`src/rtl/definitions_pkg.sv`:
```
// Shared definitions for the UART TX arbiter slice.
//   arb_state_t : arbiter FSM encoding (IDLE = no owner, GRANT = one owner)
//   UART_DATA_W : width of one UART byte lane
package definitions_pkg;

  typedef enum logic {
    IDLE  = 1'b0,
    GRANT = 1'b1
  } arb_state_t;

  localparam int UART_DATA_W = 8;

endpackage

```
`src/rtl/uart_tx_arbiter_if.sv`:
```
// Bundle between the requesters / UART TX FIFO write side and the arbiter.
//   master : requester + FIFO side (drives byte streams and fifo_full)
//   slave  : arbiter side (drives ready, FIFO write, status)
interface uart_tx_arbiter_if #(
  parameter int NUM_REQ = 4
);
  import definitions_pkg::*;

  localparam int ID_W = (NUM_REQ > 1) ? $clog2(NUM_REQ) : 1;

  logic [NUM_REQ-1:0]             req_valid;
  logic [NUM_REQ*UART_DATA_W-1:0] req_data;
  logic [NUM_REQ-1:0]             req_last;
  logic [NUM_REQ-1:0]             req_ready;
  logic                           fifo_full;
  logic                           fifo_wr;
  logic [UART_DATA_W-1:0]         fifo_data;
  logic [ID_W-1:0]                grant_id;
  logic                           busy;
  logic                           stall_timeout;

  modport master (
    output req_valid, req_data, req_last, fifo_full,
    input  req_ready, fifo_wr, fifo_data, grant_id, busy, stall_timeout
  );

  modport slave (
    input  req_valid, req_data, req_last, fifo_full,
    output req_ready, fifo_wr, fifo_data, grant_id, busy, stall_timeout
  );

endinterface

```
`src/rtl/rr_pick.sv`:
```
// Combinational round-robin picker.
//   req        : request vector
//   last_grant : index granted most recently; search starts at last_grant+1
//   winner     : first requesting index found, wrapping past NUM_REQ-1
//   any_valid  : at least one request present
module rr_pick #(
  parameter int NUM_REQ = 4,
  parameter int ID_W    = 2
) (
  input  logic [NUM_REQ-1:0] req,
  input  logic [ID_W-1:0]    last_grant,
  output logic [ID_W-1:0]    winner,
  output logic               any_valid
);

  logic        found;
  int unsigned idx;

  always_comb begin
    winner    = '0;
    found     = 1'b0;
    idx       = 0;
    any_valid = |req;
    // Offsets 1..NUM_REQ so last_grant itself is considered last.
    for (int unsigned k = 1; k <= NUM_REQ; k++) begin
      idx = (int'(last_grant) + k) % NUM_REQ;
      if (!found && req[idx]) begin
        winner = ID_W'(idx);
        found  = 1'b1;
      end
    end
  end

endmodule

```
`src/rtl/uart_tx_arbiter.sv`:
```
// Round-robin arbiter granting one requester at a time the UART TX FIFO
// write port for a whole packet (ended by req_last), with a stall timeout
// that releases an owner that stops sending.
//   clk, reset : clock, synchronous active-high reset
//   bus        : requester byte streams, FIFO write side and status
module uart_tx_arbiter
  import definitions_pkg::*;
#(
  parameter int NUM_REQ   = 4,
  parameter int MAX_STALL = 64
) (
  input logic              clk,
  input logic              reset,
  uart_tx_arbiter_if.slave bus
);

  localparam int ID_W    = (NUM_REQ > 1) ? $clog2(NUM_REQ) : 1;
  localparam int STALL_W = (MAX_STALL > 1) ? $clog2(MAX_STALL) : 1;
  localparam logic [STALL_W-1:0] STALL_LIM = STALL_W'(MAX_STALL - 1);

  arb_state_t         state_q, state_n;
  logic [ID_W-1:0]    grant_q, grant_n;
  logic [ID_W-1:0]    last_q, last_n;
  logic [STALL_W-1:0] stall_q, stall_n;

  logic [ID_W-1:0]    winner;
  logic               any_valid;
  logic               owner_valid;
  logic               owner_last;
  logic               xfer;
  logic               owner_idle;
  logic               timeout;

  rr_pick #(
    .NUM_REQ (NUM_REQ),
    .ID_W    (ID_W)
  ) u_rr_pick (
    .req        (bus.req_valid),
    .last_grant (last_q),
    .winner     (winner),
    .any_valid  (any_valid)
  );

  always_comb begin
    owner_valid = bus.req_valid[grant_q];
    owner_last  = bus.req_last[grant_q];
    xfer        = (state_q == GRANT) && owner_valid && !bus.fifo_full;
    owner_idle  = (state_q == GRANT) && !owner_valid && !bus.fifo_full;
    // A transfer on the limit cycle is excluded by owner_idle, so it wins.
    timeout     = owner_idle && (stall_q == STALL_LIM);
  end

  always_ff @(posedge clk) begin
    if (reset) begin
      state_q <= IDLE;
      grant_q <= '0;
      last_q  <= ID_W'(NUM_REQ - 1);
      stall_q <= '0;
    end else begin
      state_q <= state_n;
      grant_q <= grant_n;
      last_q  <= last_n;
      stall_q <= stall_n;
    end
  end

  always_comb begin
    state_n = state_q;
    grant_n = grant_q;
    last_n  = last_q;
    stall_n = stall_q;
    unique case (state_q)
      IDLE: begin
        if (any_valid) begin
          state_n = GRANT;
          grant_n = winner;
          stall_n = '0;
        end
      end
      GRANT: begin
        if (xfer) begin
          stall_n = '0;
          if (owner_last) begin
            state_n = IDLE;
            last_n  = grant_q;
          end
        end else if (timeout) begin
          state_n = IDLE;
          last_n  = grant_q;
          stall_n = '0;
        end else if (owner_idle) begin
          stall_n = stall_q + 1'b1;
        end
      end
      default: state_n = IDLE;
    endcase
  end

  always_comb begin
    bus.req_ready     = '0;
    bus.fifo_wr       = 1'b0;
    bus.busy          = 1'b0;
    bus.stall_timeout = 1'b0;
    bus.grant_id      = grant_q;
    bus.fifo_data     = bus.req_data[UART_DATA_W*int'(grant_q) +: UART_DATA_W];
    if (!reset && (state_q == GRANT)) begin
      bus.req_ready[grant_q] = !bus.fifo_full;
      bus.fifo_wr            = xfer;
      bus.busy               = 1'b1;
      bus.stall_timeout      = timeout;
    end
  end

endmodule

```
`src/flat_wrapper.sv`:
```
// flat-port wrapper written by rule: the top's interface ports become plain ports
module uart_tx_arbiter_flat import definitions_pkg::*;
#(
  parameter int NUM_REQ   = 4,
  parameter int MAX_STALL = 64
)
  (clk, reset, bus_req_valid, bus_req_data, bus_req_last, bus_fifo_full, bus_req_ready, bus_fifo_wr, bus_fifo_data, bus_grant_id, bus_busy, bus_stall_timeout);
  uart_tx_arbiter_if #(.NUM_REQ(NUM_REQ)) bus_i ();
  input logic clk;
  input logic reset;
  input wire logic [$bits(bus_i.req_valid)-1:0] bus_req_valid;
  input wire logic [$bits(bus_i.req_data)-1:0] bus_req_data;
  input wire logic [$bits(bus_i.req_last)-1:0] bus_req_last;
  input wire logic [$bits(bus_i.fifo_full)-1:0] bus_fifo_full;
  output wire logic [$bits(bus_i.req_ready)-1:0] bus_req_ready;
  output wire logic [$bits(bus_i.fifo_wr)-1:0] bus_fifo_wr;
  output wire logic [$bits(bus_i.fifo_data)-1:0] bus_fifo_data;
  output wire logic [$bits(bus_i.grant_id)-1:0] bus_grant_id;
  output wire logic [$bits(bus_i.busy)-1:0] bus_busy;
  output wire logic [$bits(bus_i.stall_timeout)-1:0] bus_stall_timeout;
  assign bus_i.req_valid = bus_req_valid;
  assign bus_i.req_data = bus_req_data;
  assign bus_i.req_last = bus_req_last;
  assign bus_i.fifo_full = bus_fifo_full;
  assign bus_req_ready = bus_i.req_ready;
  assign bus_fifo_wr = bus_i.fifo_wr;
  assign bus_fifo_data = bus_i.fifo_data;
  assign bus_grant_id = bus_i.grant_id;
  assign bus_busy = bus_i.busy;
  assign bus_stall_timeout = bus_i.stall_timeout;
  uart_tx_arbiter #(.NUM_REQ(NUM_REQ), .MAX_STALL(MAX_STALL)) u_core (.clk(clk), .reset(reset), .bus(bus_i));
endmodule
```
`config.mk`:
```
export PLATFORM = sky130hd
export DESIGN_NAME = uart_tx_arbiter_flat
export DESIGN_NICKNAME = d
export VERILOG_FILES = /design/src/rtl/definitions_pkg.sv /design/src/rtl/uart_tx_arbiter_if.sv /design/src/rtl/rr_pick.sv /design/src/rtl/uart_tx_arbiter.sv /design/src/flat_wrapper.sv
export SDC_FILE = /design/constraint.sdc
export NUM_CORES = 1
export LEC_CHECK = 0
export ABC_AREA = 1
export BUFFER_PORTS_ARGS = -buffer_cell sky130_fd_sc_hd__buf_2
export CORE_MARGIN = 2
export CORE_UTILIZATION = 43
export CTS_BUF_LIST = sky130_fd_sc_hd__clkbuf_4 sky130_fd_sc_hd__clkbuf_8 sky130_fd_sc_hd__clkbuf_16
export CTS_CLUSTER_SIZE = 16
export DETAILED_ROUTE_END_ITERATION = 12
export PLACE_DENSITY = 0.83
export SKIP_CTS_REPAIR_TIMING = 1
export SLEW_MARGIN = 5
export SYNTH_ARGS = -nofsm -noshare
export SYNTH_HDL_FRONTEND = slang
export SYNTH_SLANG_ARGS = --single-unit
```
`constraint.sdc`:
```
create_clock -name clk -period 2.2 [get_ports clk]
set_clock_uncertainty 0.05 [all_clocks]
set_input_delay 0.66 -clock clk [delete_from_list [all_inputs] [get_ports clk]]
set_output_delay 0.66 -clock clk [all_outputs]
set_load 0.05 [all_outputs]
```
==> impl_metrics.py, run 1 <==
metrics = {
    "timing": {
        "period_needed_ps": 2397,
        "timing.fmax_mhz": 417.2,
        "setup_total_neg_slack_ps": -246.2,
        "final.period_utilization_pct": 108.9,
        "grt_setup_unrepaired": "yes",
        "finalSetupViolations": 5,
        "finalHoldViolCount": 0,
        "worstMarginPinSlew_ps": 354.7,
        "pins_over_slew_limit": 0,
        "max-slew-margin-rel_pct": 76.32,
        "fin_ws_ps": -196.7,
    },
    "layout": {
        "final_layout_size_suffix_gt1_share_pct": 46.12,
        "layout.area.seq_um2": 230.2,
        "diodes": 0,
        "fillerInstances": 178,
        "area_of_the_multi_input_gates_um2": 822.0,
        "fin_nets": 303,
        "area.growth.synth_to_final_pct": 63.64,
        "finalInstanceArea_um2": 1689,
    },
    "floorplan": {
        "start_util_pct": 46.22,
        "std_cell_core_area_um2": 2233,
        "boundaryPins": 60,
        "y_dimension_of_the_die_um": 53.00,
        "chipWidth_um": 53.00,
        "die_area_um2": 2808,
        "floorplan.rows": 17,
    },
    "synthesis": {
        "yosysTopAreaCell": "nand2_1",
        "ys_seq_area_share_pct": 21.33,
        "ys_ff_latch": 11,
        "synthCells": 178,
        "synth.mux.area_fraction_pct": 0,
        "netlist-cell-type-count": 24,
        "syn_area_per_cell_um2": 5.799,
        "synth.net_count": 222,
        "synth_xor_xnor_area_share_pct": 0.8485,
        "synth_compound_area_share_pct": 14.67,
        "synth-simple-area-share_pct": 54.30,
        "synth.cell_area_um2": 1032,
        "yosysTopAreaCellShare_pct": 21.82,
        "yosysWarningCount": 0,
        "ys_top_cells_by_area": "nand2_1 (22%), dfxtp_1 (21%), nand3_1 (9.2%)",
        "post_synth_fa_ha_maj_area_fraction_pct": 1.212,
        "main_combinational_cell_family_by_area_after_synthesis": "simple AND/OR/NAND/NOR gates",
    },
    "global_routing": {
        "global_route_wire_length_before_repair_um": 4974,
        "top_usage_layer": "met2",
        "grt_start_max_net_pins": 11,
        "antenna_violations_before_repair": 0,
        "gr-usage-met3_pct": 5.650,
        "grt_pass1_vias": 1256,
        "grt.overflow.total": 0,
        "grtUsageMet2_pct": 45.00,
        "groute.layer.met1.usage_pct": 25.69,
        "track_usage_pct": 23.67,
    },
    "clocking": {
        "cts_buffer_depth": 2,
        "cts_buffers": 3,
        "clock_tree.root_cell": "clkbuf_4",
        "cts.clk_slew.worst_paths_ps": 70,
        "insertion_delay_ps": 270,
        "sink_count_of_the_clock_tree": 11,
        "tritoncts": "yes",
        "ctsHtreeMaxLevel": 1,
    },
    "pwr": {
        "net_switching_power_of_the_design_uw": 424.7,
        "p_per_area_nw_per_um2": 532.7,
        "internal_power_uw": 475.1,
        "vdd.ir_drop.worst_mv": 0.4244,
        "power.clock.fraction_pct": 17.4,
        "p_sw_share_pct": 47.20,
        "p_leak_nw": 0.8587,
        "sequentialPowerShare_pct": 25.6,
        "comb_power_share_pct": 57.1,
    },
    "worst_setup_path": {
        "crit_path_frequent_cell": "or2_4",
        "timing.critical_path.arrival_ps": 1690,
        "path_buf_inv": 3,
        "critical-path-top-delay-family": "simple AND/OR/NAND/NOR gates",
        "startpoint_class_of_the_critical_path": "input port",
        "cpMaxStageDelayCell": "or2_4",
        "timing.critical_path.fanout_max": 3,
        "critical_path.max_stage_delay_ps": 260,
        "cp_data_required_time_ps": 1490,
        "reg2regPathDepth": 10,
        "critPathKind": "in -> out",
        "crit_cells": 7,
        "setup.reg_to_reg.worst_slack_ps": 550,
        "crit_chain": "buf_2, or2_4, clkinv_4, nand4_4, or2_4, nor2_4, buf_8",
        "worstSetupEndpointType": "output pin",
    },
    "routing": {
        "drt_antenna_net_count": 0,
        "drt-initial-drc-count": 35,
        "route.final.wire_length_um": 3327,
        "detail_route.first_pass.iterations": 4,
        "route.detailed.drc": 0,
        "routedWlPerCell_um": 11.63,
        "vias": 1471,
        "via_per_inst": 5.143,
    },
    "worst_hold_path": {
        "whs_path_depth": 2,
        "hold_path_class": "reg -> reg",
    },
    "place": {
        "io_buffers": 59,
        "gp_routability_congestion": 0.8715,
        "dp_hpwl_um": 2430,
        "post_dp_cell_area_um2": 1529,
    },
    "outcome": {
        "status": "finished, violations left",
        "failed_checks": "setup timing",
    },
    "run": {
        "cap_violations": 0,
    },
}
power groups by stage:
stage	Sequential, mW	Combinational, mW	Clock [mW]
3_5_place_dp	0.233	0.472	0
2_1_floorplan	0.244	0.319	0
5_1_grt	0.232	0.555	0.171
6_report	0.230	0.514	0.156
4_1_cts	0.228	0.475	0.159
3_3_place_gp	0.233	0.468	0
logic make-up (layout without fill, tap and decap cells):
logic type | Yosys count | after routing
flip-flops | 11 | 11
XOR/XNOR | 1 | 1
AO/OA/AOI/OAI | 25 | 25
buffers and inverters | 20 | 100
adder cells (fa/ha/maj) | 1 | 1
AND/OR/NAND/NOR | 120 | 120
cells in the final DEF (no fill, tap or decap), types with 2 or more instances in the layout:
master and n:
nor2_1 13, nand4_1 5, nand2_1 57, nor2_4 6, a22oi_1 8, nand2_2 8, nand4_4 2, buf_8 2
buf_6 6, nand3_1 19, inv_2 6, inv_1 11, or2_4 2, a21oi_1 6, nor2_2 4, dfxtp_2 2
dfxtp_4 2, a22oi_2 2, dfxtp_1 7, clkbuf_4 4, o21ai_0 7, buf_4 21, buf_2 48
flip-flops by register name, indices dropped and copies added, names as in the netlist:
| signal | flops |
|---|---|
| u_core.bus.grant_id | 2 |
| u_core.last_q | 2 |
| u_core.stall_q | 6 |
| u_core.state_q | 1 |
final cells by class:
class / count / share of cell area, %
multi-input combinational: 147 / 48.67
timing repair buffer: 77 / 29.33
sequential: 11 / 13.63
inverter: 19 / 4.519
tap: 28 / 2.074
clock buffer: 4 / 1.778
Yosys cell counts:
library cell  count
o22ai_1           1
nand4_4           1
inv_2             6
o21ai_1           1
xnor2_1           1
nand3_2           1
nand2_2           6
dfxtp_1          11
or2_4             2
nand3b_1          1
ha_1              1
o21ai_0           7
nand2_1          60
a22oi_1          10
buf_4             1
nand3_1          19
nand4_2           1
nor2_2            4
clkinv_1          2
nor2_1           19
a21oi_1           6
inv_1            11
and2_1            1
nand4_1           5
routing by layer:
| metal | routed length, µm | up-vias |
|---|---|---|
| met2 | 1649 | 66 |
| met3 | 346 | 8 |
| met4 | 57 | 0 |
| met1 | 1273 | 645 |
| met5 | 0 | - |
| li1 | - | 752 |
worst reg2reg max path, stage by stage, from the launching register on:
cell,delay [ps]
dfxtp_1,540
inv_2,150
nand2_1,80
nand2_1,80
nand2_1,140
nand2_1,100
nor2_2,150
nand3_1,110
nand3_1,90
nor2_1,50
nor2_1,70
per-stage QoR:
stage                     setup slack (ps)  power, mW  utilization [%]  hold slack (ps)  std cells
after floorplan                     -137.5     0.5636                -            389.5        178
after global placement              -245.8     0.7011            68.46            399.7        279
after detailed placement            -260.6     0.7048            68.46            411.0        279
after CTS                           -291.6     0.8619            69.80            430.4        283
after global routing                -231.9     0.9584            75.63            465.5        286
final                               -196.7     0.8998            75.63            430.0        286
path summary, 6_finish.rpt:
kind,from,end
max,bus_fifo_full,bus_stall_timeout
min,u_core.stall_q[3],u_core.stall_q[3]
max reg2reg,u_core.last_q[0],u_core.bus.grant_id[1]
min reg2reg,u_core.stall_q[3],u_core.stall_q[3]
(Power assumes the default switching activity.)
==> inputs of run 2 (changes only) <==
--- a/config.mk
+++ b/config.mk
@@ -8,13 +8,14 @@
 export ABC_AREA = 1
 export BUFFER_PORTS_ARGS = -buffer_cell sky130_fd_sc_hd__buf_2
 export CORE_MARGIN = 2
-export CORE_UTILIZATION = 43
+export CORE_UTILIZATION = 39
 export CTS_BUF_LIST = sky130_fd_sc_hd__clkbuf_4 sky130_fd_sc_hd__clkbuf_8 sky130_fd_sc_hd__clkbuf_16
 export CTS_CLUSTER_SIZE = 16
 export DETAILED_ROUTE_END_ITERATION = 12
-export PLACE_DENSITY = 0.83
+export PLACE_DENSITY = 0.79
 export SKIP_CTS_REPAIR_TIMING = 1
-export SLEW_MARGIN = 5
+export SLEW_MARGIN = 20
 export SYNTH_ARGS = -nofsm -noshare
 export SYNTH_HDL_FRONTEND = slang
 export SYNTH_SLANG_ARGS = --single-unit
+export TNS_END_PERCENT = 5
==> constraint.sdc (replaced) <==
create_clock -name clk -period 2 [get_ports clk]
set_clock_uncertainty 0.05 [all_clocks]
set_input_delay 0.6 -clock clk [delete_from_list [all_inputs] [get_ports clk]]
set_output_delay 0.6 -clock clk [all_outputs]
set_load 0.05 [all_outputs]
==> run 2 against run 1 <==
Against the previous run: the run still ends with setup timing left; power up 8.3%; routed wire length shrank 3.4%; core utilization down 8.4 points; combinational power grew 8.6%; critical endpoint unchanged; sequential power grew 8%; via count fell by 0.82%; setup slack worse by 85 ps; largest power group unchanged; largest cell class unchanged; sequential share of layout area grew 0.15 points; critical path depth grew 1; count of clock-buffer cells in the layout unchanged; global-route usage decreased by 3.4 points.
==> impl_metrics.py, run 2 (same netlist as run 1, synthesis figures left out) <==
metrics = {
    "place": {
        "pre_cts_ws_ps": -329.8,
        "gp_routability_congestion": 0.8656,
        "post_dp_cell_area_um2": 1559,
        "io_buffers": 59,
        "dp_hpwl_um": 2620,
    },
    "layout": {
        "final_layout_size_suffix_gt1_share_pct": 46.39,
        "layout_commonest_cell": "nand2_1",
        "diodes": 0,
        "fin_nets": 308,
        "finalInstanceArea_um2": 1680,
        "postLayoutCoreUtil_pct": 67.22,
        "regMostFlops": "u_core.stall_q",
        "final_cell_mix": "nand2_1 (58), buf_2 (51), buf_4 (21), nand3_1 (19), nor2_1 (13)",
        "flip_flop_count_of_the_largest_register_all_copies_and_words_added": 6,
        "area.growth.synth_to_final_pct": 62.79,
    },
    "timing": {
        "grt_setup_unrepaired": "yes",
        "worstMarginPinSlew_ps": 254.4,
        "finalSetupViolations": 11,
        "pins_over_slew_limit": 0,
        "finalHoldViolCount": 0,
        "period_needed_ps": 2282,
        "fin_ws_ps": -281.7,
        "max-slew-margin-rel_pct": 82.86,
        "timing.fmax_mhz": 438.3,
        "final.period_utilization_pct": 114.1,
        "final.hold.worst_slack_ps": 424.3,
    },
    "global_routing": {
        "grt_pass1_vias": 1321,
        "global_route_wire_length_before_repair_um": 5202,
        "antenna_violations_before_repair": 0,
        "track_usage_pct": 20.24,
        "grt.overflow.total": 0,
        "grt_start_max_net_pins": 10,
    },
    "worst_hold_path": {
        "hold_path_class": "reg -> reg",
    },
    "clocking": {
        "cts_buffers": 3,
        "insertion_delay_ps": 270,
        "cts_buffer_depth": 2,
        "sink_count_of_the_clock_tree": 11,
        "clock_tree.root_cell": "clkbuf_4",
        "ctsHtreeMaxLevel": 1,
        "cts.clk_slew.worst_paths_ps": 60,
        "tritoncts": "yes",
    },
    "floorplan": {
        "boundaryPins": 60,
        "die_area_um2": 3074,
        "start_util_pct": 41.29,
        "y_dimension_of_the_die_um": 55.45,
        "floorplan.rows": 18,
        "std_cell_core_area_um2": 2500,
        "chipWidth_um": 55.45,
    },
    "worst_setup_path": {
        "worstSetupEndpointType": "output pin",
        "timing.critical_path.arrival_ps": 1630,
        "critPathKind": "reg -> out",
        "timing.critical_path.fanout_max": 3,
        "startpoint_class_of_the_critical_path": "flip-flop",
        "cp_data_required_time_ps": 1350,
    },
    "pwr": {
        "vdd.ir_drop.worst_mv": 0.4788,
        "net_switching_power_of_the_design_uw": 451.6,
        "internal_power_uw": 522.5,
        "p_total_uw": 974.1,
        "p_sw_share_pct": 46.36,
        "comb_power_share_pct": 57.3,
        "p_per_area_nw_per_um2": 579.7,
        "p_leak_nw": 0.8737,
        "sequentialPowerShare_pct": 25.5,
        "power.clock.fraction_pct": 17.2,
    },
    "routing": {
        "routedWlPerCell_um": 10.97,
        "via_per_inst": 4.980,
        "vias": 1459,
        "detail_route.first_pass.iterations": 4,
        "route.final.wire_length_um": 3215,
        "drt_antenna_net_count": 0,
        "route.detailed.drc": 0,
        "drt-initial-drc-count": 77,
    },
    "run": {
        "cap_violations": 0,
    },
    "outcome": {
        "status": "finished, violations left",
        "failed_checks": "setup timing",
    },
}
[run 2: cell count changes in the layout (fill, tap and decap cells not counted), sizes merged]
cell / change
buf: +5
[run 2: final timing paths]
check | start | endpoint | slack [ps] | depth (start not counted)
max reg2reg | u_core.stall_q[1] | u_core.last_q[1] | 390 | 9
min | u_core.stall_q[3] | u_core.stall_q[3] | 420 | 2
min reg2reg | u_core.stall_q[3] | u_core.stall_q[3] | 420 | 2
max | u_core.stall_q[1] | bus_stall_timeout | -280 | 8
[run 2: routing by layer]
layer | wire length (µm) | global-route usage, % | vias up
met4 | 26 | 4.878 | 0
met1 | 1258 | 22.38 | 637
met2 | 1630 | 37.59 | 57
met5 | 0 | 0 | -
li1 | - | - | 761
met3 | 299 | 5.855 | 4
[run 2: area by class of cell]
class | instances | area [µm²]
sequential | 11 | 231.5
multi-input combinational | 147 | 779.5
timing repair buffer | 82 | 525.5
fill | 226 | 819.5
tap | 30 | 37.54
inverter | 19 | 76.32
clock buffer | 4 | 30.03
[run 2: through the flow]
| step | std cells | TNS (ps) |
|---|---|---|
| global route | 293 | -1822 |
| detailed placement | 288 | -1285 |
| CTS | 292 | -1708 |
| finish | 293 | -755.0 |
| floorplan | 178 | -890.7 |
| global placement | 288 | -1246 |
[run 2: power groups by stage]
| stage | clock network, mW | registers (mW) | logic, mW |
|---|---|---|---|
| final | 0.167 | 0.249 | 0.558 |
| after CTS | 0.170 | 0.247 | 0.537 |
| after floorplan | 0 | 0.269 | 0.345 |
| after detailed placement | 0 | 0.252 | 0.535 |
| after global placement | 0 | 0.252 | 0.530 |
| after global routing | 0.182 | 0.251 | 0.606 |
[run 2: critical path, cell delays in order, from the launching register on]
cell and delay, ps:
dfxtp_2 350, ha_4 140, nand2_2 50, nor2_1 110
buf_4 140, nand4_4 70, or2_4 260, nor2_4 80
buf_6 160
